## src/rtl/bias_apply_17_pkg.sv

```systemverilog
// Shared layer-17 constants and types for the bias-apply stage.
package bias_apply_17_pkg;

    localparam int kern_s_k_17  = 4;
    localparam int coeff_width  = 16;
    localparam int acc_width_17 = 32;

    typedef enum logic {
        ST_LOAD = 1'b0,
        ST_RUN  = 1'b1
    } state_e;

    // Index width that stays legal when there is only one channel.
    function automatic int idx_width(input int n);
        return (n > 1) ? $clog2(n) : 1;
    endfunction

endpackage

```

## src/rtl/bias_apply_17_sat_add.sv

```systemverilog
// Signed accumulator + bias add with clamp to the accumulator range; shared by the bias_apply_* layers.
import bias_apply_17_pkg::*;

module sat_add #(
    parameter int ACC_W   = acc_width_17,
    parameter int COEFF_W = coeff_width
) (
    input  logic [ACC_W-1:0]   acc,
    input  logic [COEFF_W-1:0] bias,
    output logic [ACC_W-1:0]   sum
);

    localparam logic [ACC_W-1:0] SAT_MAX = {1'b0, {(ACC_W-1){1'b1}}};
    localparam logic [ACC_W-1:0] SAT_MIN = {1'b1, {(ACC_W-1){1'b0}}};

    logic [ACC_W:0] sum_wide;
    logic           overflow;

    // One guard bit is enough: the two top bits disagree only on overflow.
    assign sum_wide = {acc[ACC_W-1], acc}
                    + {{(ACC_W+1-COEFF_W){bias[COEFF_W-1]}}, bias};
    assign overflow = sum_wide[ACC_W] ^ sum_wide[ACC_W-1];

    always_comb begin
        sum = sum_wide[ACC_W-1:0];
        if (overflow) begin
            sum = sum_wide[ACC_W] ? SAT_MIN : SAT_MAX;
        end
    end

endmodule

```

## src/rtl/bias_apply_17.sv

```systemverilog
// Layer-17 bias apply: loads N_CH biases from one stream, then adds them channel-wise
// to the accumulator stream with saturation behind a one-entry output register.
import bias_apply_17_pkg::*;

module bias_apply_17 #(
    parameter int N_CH    = kern_s_k_17,
    parameter int COEFF_W = coeff_width,
    parameter int ACC_W   = acc_width_17
) (
    input  logic               ap_clk,
    input  logic               ap_rst_n,
    input  logic [COEFF_W-1:0] bias_V_dout,
    input  logic               bias_V_empty_n,
    output logic               bias_V_read,
    input  logic [ACC_W-1:0]   acc_V_dout,
    input  logic               acc_V_empty_n,
    output logic               acc_V_read,
    output logic [ACC_W-1:0]   output_V_din,
    input  logic               output_V_full_n,
    output logic               output_V_write,
    output logic               bias_loaded
);

    localparam int              IDX_W    = idx_width(N_CH);
    localparam logic [IDX_W-1:0] LAST_IDX = IDX_W'(N_CH - 1);

    state_e             state_reg;
    logic [IDX_W-1:0]   load_idx_reg;
    logic [IDX_W-1:0]   ch_reg;
    logic               out_valid_reg;
    logic [ACC_W-1:0]   out_data_reg;
    logic               bias_loaded_reg;
    logic [COEFF_W-1:0] bias_mem [N_CH];
    logic [N_CH-1:0]    bias_wr_en;
    logic [ACC_W-1:0]   sum_sat;

    logic bias_pop;
    logic acc_pop;
    logic out_push;

    assign bias_pop = (state_reg == ST_LOAD) && bias_V_empty_n;
    assign acc_pop  = (state_reg == ST_RUN) && acc_V_empty_n
                      && (!out_valid_reg || output_V_full_n);
    assign out_push = out_valid_reg && output_V_full_n;

    assign bias_V_read    = bias_pop;
    assign acc_V_read     = acc_pop;
    assign output_V_write = out_push;
    assign output_V_din   = out_data_reg;
    assign bias_loaded    = bias_loaded_reg;

    genvar gi;
    generate
        for (gi = 0; gi < N_CH; gi++) begin : g_wr_en
            assign bias_wr_en[gi] = bias_pop && (load_idx_reg == IDX_W'(gi));
        end
    endgenerate

    always_ff @(posedge ap_clk or negedge ap_rst_n) begin
        if (!ap_rst_n) begin
            for (int i = 0; i < N_CH; i++) begin
                bias_mem[i] <= '0;
            end
        end else begin
            for (int i = 0; i < N_CH; i++) begin
                if (bias_wr_en[i]) begin
                    bias_mem[i] <= bias_V_dout;
                end
            end
        end
    end

    // Bias for the current channel is read combinationally so the add lands in the pop cycle.
    sat_add #(
        .ACC_W   (ACC_W),
        .COEFF_W (COEFF_W)
    ) u_sat_add (
        .acc  (acc_V_dout),
        .bias (bias_mem[ch_reg]),
        .sum  (sum_sat)
    );

    always_ff @(posedge ap_clk or negedge ap_rst_n) begin
        if (!ap_rst_n) begin
            state_reg       <= ST_LOAD;
            load_idx_reg    <= '0;
            ch_reg          <= '0;
            out_valid_reg   <= 1'b0;
            out_data_reg    <= '0;
            bias_loaded_reg <= 1'b0;
        end else begin
            case (state_reg)
                ST_LOAD: begin
                    if (bias_pop) begin
                        if (load_idx_reg == LAST_IDX) begin
                            load_idx_reg    <= '0;
                            state_reg       <= ST_RUN;
                            bias_loaded_reg <= 1'b1;
                        end else begin
                            load_idx_reg <= load_idx_reg + IDX_W'(1);
                        end
                    end
                end
                ST_RUN: begin
                    // A pop overwrites the register even when it is pushed in the same cycle.
                    if (acc_pop) begin
                        out_data_reg  <= sum_sat;
                        out_valid_reg <= 1'b1;
                        ch_reg        <= (ch_reg == LAST_IDX) ? '0 : ch_reg + IDX_W'(1);
                    end else if (out_push) begin
                        out_valid_reg <= 1'b0;
                    end
                end
                default: state_reg <= ST_LOAD;
            endcase
        end
    end

endmodule

```

## config.mk

```make
export PLATFORM = sky130hd
export DESIGN_NAME = bias_apply_17
export DESIGN_NICKNAME = d
export VERILOG_FILES = /design/src/rtl/bias_apply_17_pkg.sv /design/src/rtl/bias_apply_17_sat_add.sv /design/src/rtl/bias_apply_17.sv
export SDC_FILE = /design/constraint.sdc
export NUM_CORES = 1
export LEC_CHECK = 0
export ABC_AREA = 1
export BUFFER_PORTS_ARGS = -buffer_cell sky130_fd_sc_hd__clkbuf_2
export CAP_MARGIN = 20
export CORE_MARGIN = 3
export CORE_UTILIZATION = 59
export CTS_BUF_LIST = sky130_fd_sc_hd__clkbuf_16
export DETAILED_ROUTE_END_ITERATION = 16
export PLACE_DENSITY = 0.81
export SLEW_MARGIN = 10
export SYNTH_ARGS = -nofsm -noshare
export SYNTH_HDL_FRONTEND = slang
export SYNTH_SLANG_ARGS = --single-unit
```

## constraint.sdc

```tcl
create_clock -name ap_clk -period 4.6 [get_ports ap_clk]
set_input_delay 0.23 -clock ap_clk [delete_from_list [all_inputs] [get_ports ap_clk]]
set_output_delay 0.23 -clock ap_clk [all_outputs]
set_load 0.01 [all_outputs]
```

==> results.yml <==
critical_path:
  arrival_ns: 4.02
  worstPathCellList: "inv_1 -> o21ai_0 -> o22ai_1 -> ha_1 -> inv_1 -> fa_1 -> inv_1 -> nand2_1 -> nand2_1 -> nand3_2 -> nand2_2 -> nand2_2 -> nand2_2 -> nand2_2 -> nand3_1 -> nand2_2 -> a21oi_4 -> buf_4 -> a21oi_1"
  crit_top_cell: "nand2_2"
  worstSetupStartpointType: "flop"
  max_stage_delay_ns: 0.57
  worstSetupStartpoint: "ch_reg[1]"
  slowest_stage: "dfrtp_1"
  required_ns: 4.82
  critPathMaxFanout: 31
  rrSetupSlack_ns: 0.79
  crit_type: "flop to flop"
  rr_startpoint: "ch_reg[1]"
  worstSetupEndpointType: "flop"
synth:
  ys_types: 32
  yosys.area.top_type: "dfrtp_1"
  syn_nets: 1024
  syn_area_per_cell_um2: 7.173
  synth_compound_area_frac: 0.1711
  yosysSeqAreaShare: 0.3851
  yosys-top-cells-area: "dfrtp_1 (39%), nand2_1 (16%), o21ai_0 (8.0%)"
  synthSimpleGateAreaFrac: 0.2660
  synth_area_um2: 6693
  synth_warnings: 0
  yosys.area_share.xor_xnor: 0.02356
  synthMuxAreaShare: 0
  yosys.area.top_type_share: 0.3851
  syn-instance-count: 933
  synth_top_family_by_area: "simple AND/OR/NAND/NOR gates"
  ys_seq_elements: 103
  synth_adder_area_share: 0.07216
final_layout:
  nNetsFinal: 1100
  n_antenna_cell: 0
  layout-drive-gt1-share: 0.1479
  synthToLayoutAreaGrowth_pct: 12.49
  largest_reg_flops: 64
  regMostFlops: "bias_mem"
place:
  hpwl_um: 12550
  place.port_buffers: 88
  place_ws_ns: 0.8377
  routabilityCongestion: 0.9369
global_route:
  grt_max_degree: 67
  grt_pass1_wl_um: 28190
  grt_pass1_vias: 5950
  antenna_found_initial: 0
  grt_usage: 0.2721
  grt-ovfl-total: 0
clocking:
  post_cts.repair.setup_buffers: 0
  clock_path_buffers: 2
  htree_levels: 3
  clk_latency_ns: 0.36
  clkTransAtPathRegs_ns: 0.08
  ctsResizeCount: 0
  cts.sinks: 103
  cts_hold_buf: 0
  clockRootBuffer: "clkbuf_16"
  cts-buffers-inserted: 9
  cts_tree: "yes"
timing:
  setup_tns_ns: 0
  setup_ws_ns: 0.7924
  skew_ns: 0.005527
  hold_viol: 40
  period_share: 0.8277
  setup_viol: 0
  grt_setup_unrepaired: "false"
  maxSlewViolCount: 0
  worst_pin_slew_ns: 1.013
  slew_headroom: 0.3233
  max_clock_freq_mhz: 262.6
  fin_crit_ns: 3.808
  worst_hold_slack_ns: -0.03968
route:
  top_layer_used: "met4"
  dr_wl_met2_um: 8132
  num_vias: 6359
  drt_iter0_markers: 527
  ant_nets: 0
  m1WireLength_um: 7563
  postRouteWirelength_um: 17150
  wire_per_inst_um: 14.86
  drt-vias-per-instance: 5.510
  dr.pass1.iters: 5
  post-route-drc-count: 0
  met3_length_um: 1207
outcome:
  outcome: "finished with violations"
  violations: "hold timing"
pwr:
  vdd_ir_drop_max_v: 0.0003781
  leakage_nw: 4.006
  power.density_nw_per_um2: 656.8
floorplan:
  die_area_um2: 12660
  start_util: 0.6094
  core_area_um2: 10980
  dieHeight_um: 112.5
  rows: 38
  ioPinCount: 89
  die_w_um: 112.5
min_path:
  hold_path.class: "primary input to async pin"
flow_run:
  cap_violations: 0
[worst paths after layout]
check / endpoint / cells after the start
max in group asynchronous: bias_mem[58] / 2
min in group ap_clk: bias_mem[29] / 3
max reg2reg: output_V_din[13] / 19
min: bias_mem[2] / 1
min reg2reg: bias_loaded / 2
max: output_V_din[13] / 19
[stage by stage]
stage	instance area [um2]	instances	power [mW]	utilization
6_report	7528	1154	4.945	0.6855
4_1_cts	7473	1152	4.896	0.6805
5_1_grt	7528	1154	5.351	0.6855
2_1_floorplan	6693	933	3.431	-
3_3_place_gp	7171	1136	4.041	0.6529
3_5_place_dp	7171	1136	4.117	0.6529
[critical path, delay by kind of cell (launching register included)]
| family | cells | cell delay (ns) |
|---|---|---|
| AOI/OAI and AO/OA | 4 | 0.68 |
| adders and majority gates | 2 | 0.62 |
| buffers and inverters | 4 | 1.06 |
| DFF | 1 | 0.57 |
| and+or+nand+nor | 9 | 0.71 |
[Yosys cell counts (all sizes together)]
| master | n |
|---|---|
| nor2 | 111 |
| nand4 | 2 |
| dfrtp | 103 |
| o22ai | 15 |
| o21ai | 107 |
| ha | 37 |
| nor3 | 5 |
| xor2 | 12 |
| a32oi | 1 |
| a21o | 2 |
| a21oi | 66 |
| inv | 97 |
| o21bai | 8 |
| xnor2 | 6 |
| fa | 1 |
| nand2 | 288 |
| clkbuf | 20 |
| buf | 10 |
| nand3 | 35 |
| nand3b | 1 |
| nor4 | 1 |
| or2 | 3 |
| clkinv | 2 |
[cell families after synthesis]
family	after synthesis
AND/OR/NAND/NOR	446
AO/OA/AOI/OAI	199
buffers and inverters	129
flip-flops	103
adder cells (fa/ha/maj)	38
XOR/XNOR	18
[cells in the final DEF, fill, tap and decap left out, drive strengths merged, types with 2 or more instances in the layout]
master / instances
o22ai: 15
clkbuf: 96
dfrtp: 103
inv: 100
clkinv: 5
xor2: 12
o21ai: 107
xnor2: 6
nor3: 5
nand2: 288
o21bai: 8
nor2: 111
ha: 37
nand4: 2
nand3: 35
a21oi: 66
buf: 8
or2: 3
a21o: 2
[layer usage]
| metal | up-vias | track usage |
|---|---|---|
| met1 | 2946 | 0.3799 |
| met2 | 232 | 0.4470 |
| li1 | 3155 | - |
| met3 | 26 | 0.04205 |
| met4 | 0 | 0.06971 |
| met5 | - | 0 |
[report_power, final]
group          total, mW  switching, mW  internal, mW
clock network      0.774          0.389         0.385
logic               3.01           1.96          1.05
registers           1.16          0.100          1.06
[layout make-up]
class / count / area [um2]
tap: 140 / 175.2
inverter: 99 / 371.6
clock buffer: 9 / 225.2
timing repair buffer: 95 / 535.5
multi-input combinational: 701 / 3566
fill: 973 / 3455
sequential: 103 / 2577
clock inverter: 7 / 77.57
Power figures use the tool's default switching activity.
